### src/rtl/sample_averager.sv
// sample_averager
//   Consumes 8-bit samples over an active-low dav_/rfd handshake, groups them
//   in blocks of 2**GROUP_LOG2, and publishes the truncated mean and the peak
//   of each block downstream over the same handshake (this block as producer).
//   No new sample is accepted while a result is pending downstream.
//
// Ports
//   clock     system clock, all logic on posedge
//   reset     synchronous, active-high
//   dav_in_   upstream data valid (active low)
//   d_in      upstream sample, unsigned
//   rfd_in    ready-for-data to upstream (active high)
//   dav_out_  result valid to downstream (active low)
//   rfd_out   downstream ready-for-data
//   avg       block mean, floor(sum / N)
//   peak      block maximum
module sample_averager #(
    parameter int GROUP_LOG2 = 2
) (
    input  logic       clock,
    input  logic       reset,
    input  logic       dav_in_,
    input  logic [7:0] d_in,
    output logic       rfd_in,
    output logic       dav_out_,
    input  logic       rfd_out,
    output logic [7:0] avg,
    output logic [7:0] peak
);
    localparam int SW = 8 + GROUP_LOG2;
    // A zero-width counter is illegal, so GROUP_LOG2 = 0 keeps one bit that never moves.
    localparam int CW = (GROUP_LOG2 > 0) ? GROUP_LOG2 : 1;
    localparam logic [CW-1:0] LAST = CW'((1 << GROUP_LOG2) - 1);

    typedef enum logic [1:0] {W0, W1, O0, O1} state_t;

    state_t        state, state_n;
    logic [SW-1:0] sum, sum_n;
    logic [CW-1:0] cnt, cnt_n;
    logic [7:0]    pk, pk_n;
    logic          rfd_n, dav_n;
    logic [7:0]    avg_n, peak_n;
    logic [7:0]    mean;

    // Sum is wide enough that the shifted mean always fits in 8 bits.
    assign mean = 8'(sum >> GROUP_LOG2);

    always_comb begin
        state_n = state;
        sum_n   = sum;
        cnt_n   = cnt;
        pk_n    = pk;
        rfd_n   = rfd_in;
        dav_n   = dav_out_;
        avg_n   = avg;
        peak_n  = peak;
        case (state)
            W0: if (!dav_in_) begin
                sum_n   = sum + SW'(d_in);
                pk_n    = (d_in > pk) ? d_in : pk;
                rfd_n   = 1'b0;
                state_n = W1;
            end
            // One capture per handshake: wait here until upstream releases dav_in_.
            W1: if (dav_in_) begin
                if (cnt == LAST) begin
                    state_n = O0;
                end else begin
                    cnt_n   = cnt + CW'(1);
                    rfd_n   = 1'b1;
                    state_n = W0;
                end
            end
            // Data and dav_out_ go out on the same edge; rewritten each cycle
            // with identical values so they stay stable while dav_out_ is low.
            O0: begin
                avg_n  = mean;
                peak_n = pk;
                dav_n  = 1'b0;
                if (!rfd_out) state_n = O1;
            end
            O1: begin
                dav_n = 1'b1;
                if (rfd_out) begin
                    sum_n   = '0;
                    pk_n    = '0;
                    cnt_n   = '0;
                    rfd_n   = 1'b1;
                    state_n = W0;
                end
            end
            default: state_n = W0;
        endcase
    end

    always_ff @(posedge clock) begin
        if (reset) begin
            state    <= W0;
            sum      <= '0;
            cnt      <= '0;
            pk       <= '0;
            rfd_in   <= 1'b1;
            dav_out_ <= 1'b1;
            avg      <= '0;
            peak     <= '0;
        end else begin
            state    <= state_n;
            sum      <= sum_n;
            cnt      <= cnt_n;
            pk       <= pk_n;
            rfd_in   <= rfd_n;
            dav_out_ <= dav_n;
            avg      <= avg_n;
            peak     <= peak_n;
        end
    end
endmodule

### config.mk
export PLATFORM = sky130hd
export DESIGN_NAME = sample_averager
export DESIGN_NICKNAME = d
export VERILOG_FILES = /design/src/rtl/sample_averager.sv
export SDC_FILE = /design/constraint.sdc
export NUM_CORES = 1
export LEC_CHECK = 0
export BUFFER_PORTS_ARGS = -buffer_cell sky130_fd_sc_hd__buf_2
export CAP_MARGIN = 20
export CELL_PAD_IN_SITES_DETAIL_PLACEMENT = 1
export CELL_PAD_IN_SITES_GLOBAL_PLACEMENT = 1
export CORE_MARGIN = 4
export CORE_UTILIZATION = 46
export DETAILED_ROUTE_END_ITERATION = 10
export PLACE_DENSITY_LB_ADDON = 0.25
export SETUP_SLACK_MARGIN = 0.5
export SKIP_CTS_REPAIR_TIMING = 1
export SYNTH_ARGS = -nofsm -noshare
export SYNTH_HDL_FRONTEND = slang
export SYNTH_SLANG_ARGS = --single-unit
### constraint.sdc
create_clock -name clock -period 3.3 [get_ports clock]
set_input_delay 0.66 -clock clock [delete_from_list [all_inputs] [get_ports clock]]
set_output_delay 0.66 -clock clock [all_outputs]
set_load 0.01 [all_outputs]
After elaboration in Yosys (flattened, before gate mapping)
Cells that the tools add are included.
Cells by class
  muxes and demuxes: 22
  magnitude comparators: 1
  eq/ne operators: 10
  reduce and logical (&&, ||, !) cells: 10
  add/subtract/negate cells: 2
Operators with widths (number)
  $mux W8: 3
  $mux W10: 2
  $pmux W10 S2: 1
  $pmux W8 S2: 1
  $mux W2: 7
  $ne A2 B2 Y1 const B: 6
  $reduce_and A4 Y1: 3
  $add A10 B8 Y10: 1
  $gt A8 B8 Y1: 1
  $pmux W2 S4: 1
  $eq A2 B2 Y1 const B: 3
  $reduce_bool A2 Y1: 3
  $reduce_and A5 Y1: 1
  $mux W1: 4
  $pmux W2 S2: 1
  $pmux W1 S3: 1
  $reduce_and A3 Y1: 1
  $reduce_bool A3 Y1: 1
  $add A2 B1 Y2 const B: 1
  $eq A2 B1 Y1 const B: 1
  $logic_not A2 Y1: 1
  $pmux W1 S2: 1
Word-level totals
  word-level logic and storage cells: 53
  input bits: 12
  output and inout port bits: 18
  bits in registers: 40

Logic depth before layout (Yosys ltp)
Gate-level depths: netlist of the first run.
  depth in word-level cells: 4
  mapped depth: 8
  mapped depth without buffers: 8

Least setup slack after synthesis of the first run
Ideal clock, no wire load.
  path kind: input port to flip-flop
  start point: input port d_in[0]
  end point: register sum[6]
  buffers on the path: 0
  arrival time: 2.135 ns
  setup slack: 1.103 ns
  library setup time: 0.062 ns
  cell stages on the path: 8
  data required time: 3.238 ns
  cell sequence: ha_1 -> inv_1 -> fa_1 -> nor2b_1 -> o31a_1 -> o21a_1 -> or4b_1 -> nand3_1
Between the ends
  word-level cells in the longest chain between the ends: 3
Ends and longest elaborated chain
  start: declaration: line 23  | input logic [7:0] d_in,
  $add A10 B8 Y10: line 59  | sum_n = sum + SW'(d_in);
  $mux W10: line 58  | W0: if (!dav_in_) begin
  $pmux W10 S2: line 57  | case (state)
  end signal: assignment: line 108  | sum <= sum_n;
  end: declaration: line 38  | logic [SW-1:0] sum, sum_n;
No other way between the ends. The select of a mux whose other input is x is not followed.
A chain may end at the register's enable or synchronous reset.

Worst setup path after layout of the first run
  start point: input port d_in[0]
  end point: register sum[8]
The elaborated chain is that of the path after synthesis.

==> flow_summary.yaml, run 1 <==
synth:
  ys_ff_latch: 40
  yosys.area.top_type: "dfxtp_1"
  avgSynthCellArea_um2: 8.399
  synth_edf_count: 0
  syn_area_mm2: 0.002133
  yosysWarnings: 0
  synth_top_area_share_pct: 37.54
  synth_cell_types: 41
  synth_area_leaders: "dfxtp_1 38%, ha_1 10%, a21oi_1 8.0%"
  synth-seq-area-share_pct: 37.54
  synthFlopType: "dfxtp_1"
  netlist_instances: 254
  synthArstFlopShare_pct: 0
  synthesis.nets: 284
timing:
  slew_headroom_pct: 51.72
  fmax_ghz: 0.4509
  rsz0062_at_grt: "false"
  setup_viol: 0
  worstMarginPinSlew_ps: 724.3
  post-route-min-period_ps: 2218
  hold_violations: 0
  tns_ps: 0
  finalCritPeriodShare_pct: 67.20
  drv_slew: 0
  fin_worst_skew_ps: 7.475
  whs_ps: 451.0
critical_path:
  worstSetupPathType: "input port to register"
  cp_data_arrival_time_ps: 2450
  cp.required_ps: 3530
  cp-end-kind: "register"
  cp-start-kind: "input port"
  critPathMaxFanout: 3
clock_network:
  h-tree-depth: 2
  clock_path_buffers: 2
  path_clk_slew_ps: 70
  clkLatencyLatePin_ps: 300
  cts_root_buf: "clkbuf_8"
  clock_sinks: 40
  cts_tree: "done"
  cts_buffers: 5
placement:
  gp_congestion: 0.8564
  hpwl_mm: 4.039
  portBuffers: 29
  place_inst: 328
  place_area_mm2: 0.002320
min_path:
  hp-class: "register to register"
floorplanning:
  rows: 24
  die_width_um: 76.10
  die_area_mm2: 0.005791
  dieHeight_um: 76.10
  start_util_pct: 48.33
  core_region_area_mm2: 0.004414
  io_pins: 30
global_route:
  use_met2_pct: 32.19
  grt_pass1_wl_mm: 9.439
  track_usage_pct: 19.73
  grt_overflow: 0
  use_met3_pct: 4.965
  first_global_vias: 1944
  met1_usage_pct: 25.71
  grt-busiest-layer: "met2"
  antenna_found_initial: 0
  grt_max_degree: 40
finish:
  design_area_mm2: 0.002397
  drive_gt1_share_pct: 14.49
  area_delta_synth_final_pct: 12.38
  instances_no_fill: 335
  regArea_um2: 800.8
  antenna_cells: 0
  final_cell_mix: "43 x nand2_1, 40 x dfxtp_1, 34 x a21oi_1"
  nets: 313
  layout_commonest_cell: "nand2_1"
  n_fill_cell: 563
  multi_input_comb_area_mm2: 0.001245
power_and_ir_drop:
  p_int_mw: 0.7383
  cellPowerDensity_mw_per_mm2: 432.9
  seqPwrFrac_pct: 51.5
  switching_share_pct: 28.85
  ir_drop_mv: 0.1566
  p_clk_share_pct: 29.9
  switching_power_mw: 0.2994
  p_comb_share_pct: 18.6
  p_leak_nw: 0.9746
drt:
  antenna_left: 0
  drcViolationCount: 0
  wirelength_mm: 5.528
  num_vias: 1894
  wl_per_cell_um: 16.50
  drtPass1Iterations: 4
  drt_iter0_markers: 53
  viasPerCell: 5.654
flow_run:
  maxCapViolations: 0
outcome:
  status: "finished clean"
## layer usage
metal	part of all wire, %	wire length [um]	up-vias
li1	-	-	947
met1	46	2550	901
met2	47	2592	38
met3	5.3	295	8
met4	1.6	91	0
met5	0	0	-
## registers in the layout, summed over array words and instances, names as in the netlist, named ones only
register	flops
cnt	2
pk	8
avg	8
sum	10
state	1
dav_out_	1
rfd_in	1
peak	8
## cells by family after synthesis
family / count (synthesis) / synth area share [%]
and+or+nand+nor: 97 / 23.17
AOI/OAI and AO/OA: 67 / 19.71
DFF: 40 / 37.54
buffers and inverters: 22 / 4.106
adders and majority gates: 18 / 10.91
muxes: 8 / 3.754
xor gates and xnor gates: 2 / 0.8213
## worst paths after layout
check,to,cells after the start,start,slack [ps]
max,sum[8]$_SDFFE_PP0P_,9,d_in[0],1080
max reg2reg,sum[8]$_SDFFE_PP0P_,8,sum[0]$_SDFFE_PP0P_,1200
min,avg[6]$_SDFFE_PP0P_,2,avg[6]$_SDFFE_PP0P_,450
min reg2reg,avg[6]$_SDFFE_PP0P_,2,avg[6]$_SDFFE_PP0P_,450
## critical path, cell delays in order
cell,delay (ps)
buf_2,90
ha_1,180
inv_1,60
fa_1,390
nor2b_1,200
o31a_1,200
o211ai_1,120
a2111oi_0,380
nand3b_1,160
## power groups by stage
stage | sequential [mW] | clock, mW | combinational [mW]
5_1_grt | 0.539 | 0.345 | 0.218
3_3_place_gp | 0.544 | 0 | 0.182
4_1_cts | 0.534 | 0.321 | 0.193
2_1_floorplan | 0.537 | 0 | 0.142
3_5_place_dp | 0.545 | 0 | 0.189
6_report | 0.535 | 0.310 | 0.193
## final cells by class
class / instances / area share, %
clock buffer: 6 / 3.027
clock inverter: 1 / 0.2088
inverter: 13 / 2.035
multi-input combinational: 192 / 51.93
sequential: 40 / 33.40
tap: 52 / 2.714
timing repair buffer: 31 / 6.681
## per-stage QoR
step | util, % | power, mW | worst slack [ps]
after floorplan | - | 0.6788 | 1103
after global placement | 52.55 | 0.7261 | 916.7
after detailed placement | 52.55 | 0.7342 | 765.3
after CTS | 54.31 | 1.048 | 1065
after global routing | 54.31 | 1.102 | 918.6
final | 54.31 | 1.038 | 1082
## synthesized netlist by cell type, types with 3 or more instances
cell	number
a211o_1	3
a211oi_1	4
a21o_1	3
a21oi_1	34
clkbuf_1	7
dfxtp_1	40
ha_1	17
inv_1	13
mux2i_1	8
nand2_1	43
nand2b_1	10
nand3_1	4
nand3b_1	7
nand4_1	3
nor2_1	9
nor2b_1	5
nor3_1	3
o211ai_1	3
o21ai_0	9
or3_1	4
Power figures use the tool's default switching activity.
==> run 2, diff against run 1 <==
--- a/config.mk
+++ b/config.mk
@@ -10,7 +10,7 @@
 export CELL_PAD_IN_SITES_DETAIL_PLACEMENT = 1
 export CELL_PAD_IN_SITES_GLOBAL_PLACEMENT = 1
 export CORE_MARGIN = 4
-export CORE_UTILIZATION = 46
+export CORE_UTILIZATION = 42
 export DETAILED_ROUTE_END_ITERATION = 10
 export PLACE_DENSITY_LB_ADDON = 0.25
 export SETUP_SLACK_MARGIN = 0.5
==> constraint.sdc (replaced) <==
create_clock -name clock -period 2.25 [get_ports clock]
set_input_delay 0.45 -clock clock [delete_from_list [all_inputs] [get_ports clock]]
set_output_delay 0.45 -clock clock [all_outputs]
set_load 0.01 [all_outputs]
==> flow_summary.yaml, run 2 (same netlist as run 1, synthesis figures left out) <==
floorplanning:
  start_util_pct: 44.29
  die_area_mm2: 0.006284
  die_width_um: 79.27
  dieHeight_um: 79.27
  io_pins: 30
  rows: 25
  core_region_area_mm2: 0.004817
timing:
  tns_ps: 0
  drv_slew: 0
  fin_worst_skew_ps: 11.42
  fmax_ghz: 0.5163
  post-route-min-period_ps: 1937
  slew_headroom_pct: 57.97
  setup_viol: 0
  worstMarginPinSlew_ps: 630.5
  hold_violations: 0
  finalCritPeriodShare_pct: 86.08
  rsz0062_at_grt: "true"
finish:
  instances_no_fill: 359
  multi_input_comb_area_mm2: 0.001351
  drive_gt1_share_pct: 25.68
  nets: 321
  design_area_mm2: 0.002625
  final_cell_mix: "43 x nand2_1, 34 x dfxtp_1, 30 x a21oi_1"
  layout_commonest_cell: "nand2_1"
  regMostFlops: "sum"
  largest_reg_flops: 10
  antenna_cells: 0
  regArea_um2: 808.3
  area_delta_synth_final_pct: 23.05
  n_fill_cell: 610
clock_network:
  clock_sinks: 40
  clock_path_buffers: 2
  cts_tree: "done"
  cts_root_buf: "clkbuf_8"
  h-tree-depth: 2
  clkLatencyLatePin_ps: 310
  cts_buffers: 5
  path_clk_slew_ps: 90
drt:
  met3_length_um: 253
  num_vias: 1937
  drcViolationCount: 0
  top_layer: "met4"
  antenna_left: 0
  wl_met2_mm: 3.056
  wl_per_cell_um: 16.69
  drtPass1Iterations: 6
  drt_iter0_markers: 78
  viasPerCell: 5.396
  wl_met1_mm: 2.585
  wirelength_mm: 5.992
critical_path:
  worstSetupPathType: "register to register"
  crit_family: "simple AND/OR/NAND/NOR gates"
  cp_data_arrival_time_ps: 2190
  cp.depth: 8
  cp-start-kind: "register"
  cp.required_ps: 2500
  worst-r2r-cell-count: 8
  crit_slowest_cell: "or4b_1"
  cp-end-kind: "register"
  worstPathBufferInverterCount: 1
  critPathMaxStageDelay_ps: 460
  crit_chain: "ha_4 > inv_2 > fa_2 > nor2b_2 > o31a_1 > o21a_1 > or4b_1 > nand3_1"
  critPathMaxFanout: 3
power_and_ir_drop:
  p_leak_nw: 1.043
  cellPowerDensity_mw_per_mm2: 630.3
  finalPower_mw: 1.655
  ir_drop_mv: 0.3210
outcome:
  status: "finished clean"
global_route:
  grt_pass1_wl_mm: 9.653
  track_usage_pct: 19.84
  grt_max_degree: 27
  grt_overflow: 0
  antenna_found_initial: 0
  first_global_vias: 1979
placement:
  place_area_mm2: 0.002384
  portBuffers: 29
  gp_congestion: 0.8233
  place_inst: 345
  hpwl_mm: 4.271
min_path:
  min_path_cells: 2
  hp-class: "register to register"
flow_run:
  maxCapViolations: 0
run 2: cell types whose count changed in the layout (fill, tap and decap cells not counted), sizes merged:
cell	previous run	this run
clkinv	1	2
buf	31	39
run 2: tightest hold or removal path: cells and delay by family (launching register included):
kind | cells | cell delay, ps
AOI/OAI and AO/OA | 1 | 50
DFF | 1 | 310
and+or+nand+nor | 1 | 50
run 2: per-layer routing:
layer  up-vias  GRT usage [%]
li1        965              -
met1       924          23.67
met2        40          34.93
met3         8          4.308
met4         0          6.873
met5         -              0
run 2: per-stage QoR:
step / hold WS [ps] / setup WS (ps) / utilization [%]
floorplan: 435.6 / 299.8 / -
finish: 451.7 / 313.2 / 54.49
CTS: 454.2 / 281.3 / 51.40
global route: 464.8 / 257.1 / 54.49
global placement: 439.9 / 122.9 / 49.48
detailed placement: 443.4 / 55.87 / 49.48
run 2: path summary, 6_finish.rpt:
check | slack, ps | startpoint | to
max | 310 | sum[0]$_SDFFE_PP0P_ | sum[6]$_SDFFE_PP0P_
min | 450 | peak[7]$_SDFFE_PP0P_ | peak[7]$_SDFFE_PP0P_
max reg2reg | 310 | sum[0]$_SDFFE_PP0P_ | sum[6]$_SDFFE_PP0P_
min reg2reg | 450 | peak[7]$_SDFFE_PP0P_ | peak[7]$_SDFFE_PP0P_
run 2: final cells by class:
class | count | area share [%]
inverters | 13 | 1.859
well taps | 67 | 3.194
clock inverters | 2 | 0.3813
flip-flops and latches | 40 | 30.79
clock buffers | 6 | 3.146
multi-input cells | 192 | 51.48
repair buffers | 39 | 9.152
run 2: power by group:
group / switching, mW / internal [mW]
registers: 0.0415 / 0.746
clock network: 0.272 / 0.245
logic: 0.182 / 0.168
total: 0.495 / 1.16
==> run 3, diff against run 2 <==
--- a/config.mk
+++ b/config.mk
@@ -10,7 +10,7 @@
 export CELL_PAD_IN_SITES_DETAIL_PLACEMENT = 1
 export CELL_PAD_IN_SITES_GLOBAL_PLACEMENT = 1
 export CORE_MARGIN = 4
-export CORE_UTILIZATION = 42
+export CORE_UTILIZATION = 46
 export DETAILED_ROUTE_END_ITERATION = 10
 export PLACE_DENSITY_LB_ADDON = 0.25
 export SETUP_SLACK_MARGIN = 0.5
==> constraint.sdc (replaced) <==
create_clock -name clock -period 2.3 [get_ports clock]
set_input_delay 0.46 -clock clock [delete_from_list [all_inputs] [get_ports clock]]
set_output_delay 0.46 -clock clock [all_outputs]
set_load 0.01 [all_outputs]
==> flow_summary.yaml, run 3 (same netlist as run 1, synthesis figures left out) <==
critical_path:
  timing.rr.start: "sum[0]$_SDFFE_PP0P_"
  worst-r2r-cell-count: 8
  critPathMaxFanout: 3
  worstSetupPathType: "register to register"
  cp.required_ps: 2540
  cp-end-kind: "register"
  cp-start-kind: "register"
  worst_r2r_endpoint: "sum[8]$_SDFFE_PP0P_"
  cp_data_arrival_time_ps: 2200
  r2r_slack_ps: 340
finish:
  regMostFlops: "sum"
  layout_commonest_cell: "nand2_1"
  n_fill_cell: 558
  antenna_cells: 0
  area_delta_synth_final_pct: 19.47
  largest_reg_flops: 10
  drive_gt1_share_pct: 21.53
  nets: 317
  post-route-util_pct: 57.74
  final_cell_mix: "43 x nand2_1, 36 x dfxtp_1, 31 x a21oi_1"
floorplanning:
  die_area_mm2: 0.005791
  start_util_pct: 48.33
  dieHeight_um: 76.10
  rows: 24
  core_region_area_mm2: 0.004414
  io_pins: 30
  die_width_um: 76.10
min_path:
  hp-class: "register to register"
  min_from: "peak[7]$_SDFFE_PP0P_"
  min_path_cells: 2
  min_to: "peak[7]$_SDFFE_PP0P_"
flow_run:
  maxCapViolations: 0
drt:
  viasPerCell: 5.671
  drcViolationCount: 0
  wirelength_mm: 5.559
  num_vias: 1928
  drt_iter0_markers: 68
  antenna_left: 0
  wl_per_cell_um: 16.35
  drtPass1Iterations: 4
timing:
  finalCritPeriodShare_pct: 85.43
  drv_slew: 0
  worstMarginPinSlew_ps: 602.3
  fin_worst_skew_ps: 5.853
  setup_viol: 0
  hold_violations: 0
  slew_headroom_pct: 59.85
  fmax_ghz: 0.5089
  tns_ps: 0
  post-route-min-period_ps: 1965
  rsz0062_at_grt: "true"
power_and_ir_drop:
  ir_drop_mv: 0.2813
  cellPowerDensity_mw_per_mm2: 652.4
  p_leak_nw: 1.025
global_route:
  use_met2_pct: 30.91
  grt_max_degree: 43
  track_usage_pct: 19.35
  first_global_vias: 1881
  grt_pass1_wl_mm: 9.225
  met1_usage_pct: 25.89
  use_met3_pct: 3.428
  antenna_found_initial: 0
  grt-busiest-layer: "met2"
  grt_overflow: 0
clock_network:
  clock_path_buffers: 2
  clkLatencyLatePin_ps: 300
  cts_root_buf: "clkbuf_8"
  path_clk_slew_ps: 80
  h-tree-depth: 2
  clock_sinks: 40
  cts_buffers: 5
  cts_tree: "done"
outcome:
  status: "finished clean"
placement:
  portBuffers: 29
  gp_congestion: 0.9153
  hpwl_mm: 3.900
## run 3: cell count changes in the layout (fill, tap and decap cells not counted), moves of 2 or more
| cell | before | now |
|---|---|---|
| buf_4 | 7 | 5 |
| buf_6 | 2 | 0 |
| ha_4 | 5 | 3 |
| dfxtp_2 | 6 | 4 |
| ha_1 | 12 | 14 |
| dfxtp_1 | 34 | 36 |
## run 3: worst max-delay path by stage
stage | from | to | slack [ps]
final | sum[0]$_SDFFE_PP0P_ | sum[8]$_SDFFE_PP0P_ | 340
after global routing | sum[0]$_SDFFE_PP0P_ | sum[8]$_SDFFE_PP0P_ | 230
after CTS | sum[0]$_SDFFE_PP0P_ | sum[8]$_SDFFE_PP0P_ | 330
after detailed placement | d_in[0] | sum[6]$_SDFFE_PP0P_ | 130
after global placement | d_in[0] | sum[6]$_SDFFE_PP0P_ | 160
after floorplan | d_in[0] | sum[6]$_SDFFE_PP0P_ | 340
## run 3: layout make-up
cell class              instances  area, um^2  area share, %
multi-input cells             192        1319          51.74
flip-flops and latches         40       805.8          31.62
repair buffers                 35       202.7          7.953
clock buffers                   6       72.57          2.847
well taps                      52       65.06          2.553
inverters                      13       48.80          1.915
clock inverters                 2       35.03          1.375
## run 3: stage by stage
stage | area [um^2] | std cells | worst slack (ps) | hold slack, ps | power, mW
floorplan | 2163 | 254 | 339.8 | 435.6 | 0.9793
global placement | 2350 | 328 | 161.1 | 440.3 | 1.053
detailed placement | 2350 | 328 | 134.9 | 443.8 | 1.064
CTS | 2457 | 336 | 328.1 | 455.4 | 1.640
global route | 2549 | 340 | 226.4 | 464.2 | 1.748
finish | 2549 | 340 | 335.0 | 450.4 | 1.663
## run 3: critical path: stages, from the launching register on
cell and delay, ps:
dfxtp_2 350, ha_4 140, inv_2 40, fa_2 360, nor2b_4 140, o31a_1 200
o211ai_1 140, a2111oi_1 380, nand3b_1 150
## run 3: report_power, final
part | switching (mW) | internal [mW] | total [mW]
logic | 0.167 | 0.150 | 0.317
registers | 0.0414 | 0.730 | 0.771
clock network | 0.253 | 0.322 | 0.575
total | 0.461 | 1.20 | 1.66
## run 3: per-layer routing
layer | share of wire (%) | wire [um]
met1 | 46 | 2545
met2 | 49 | 2713
met3 | 4.0 | 220
met4 | 1.4 | 80
met5 | 0 | 0
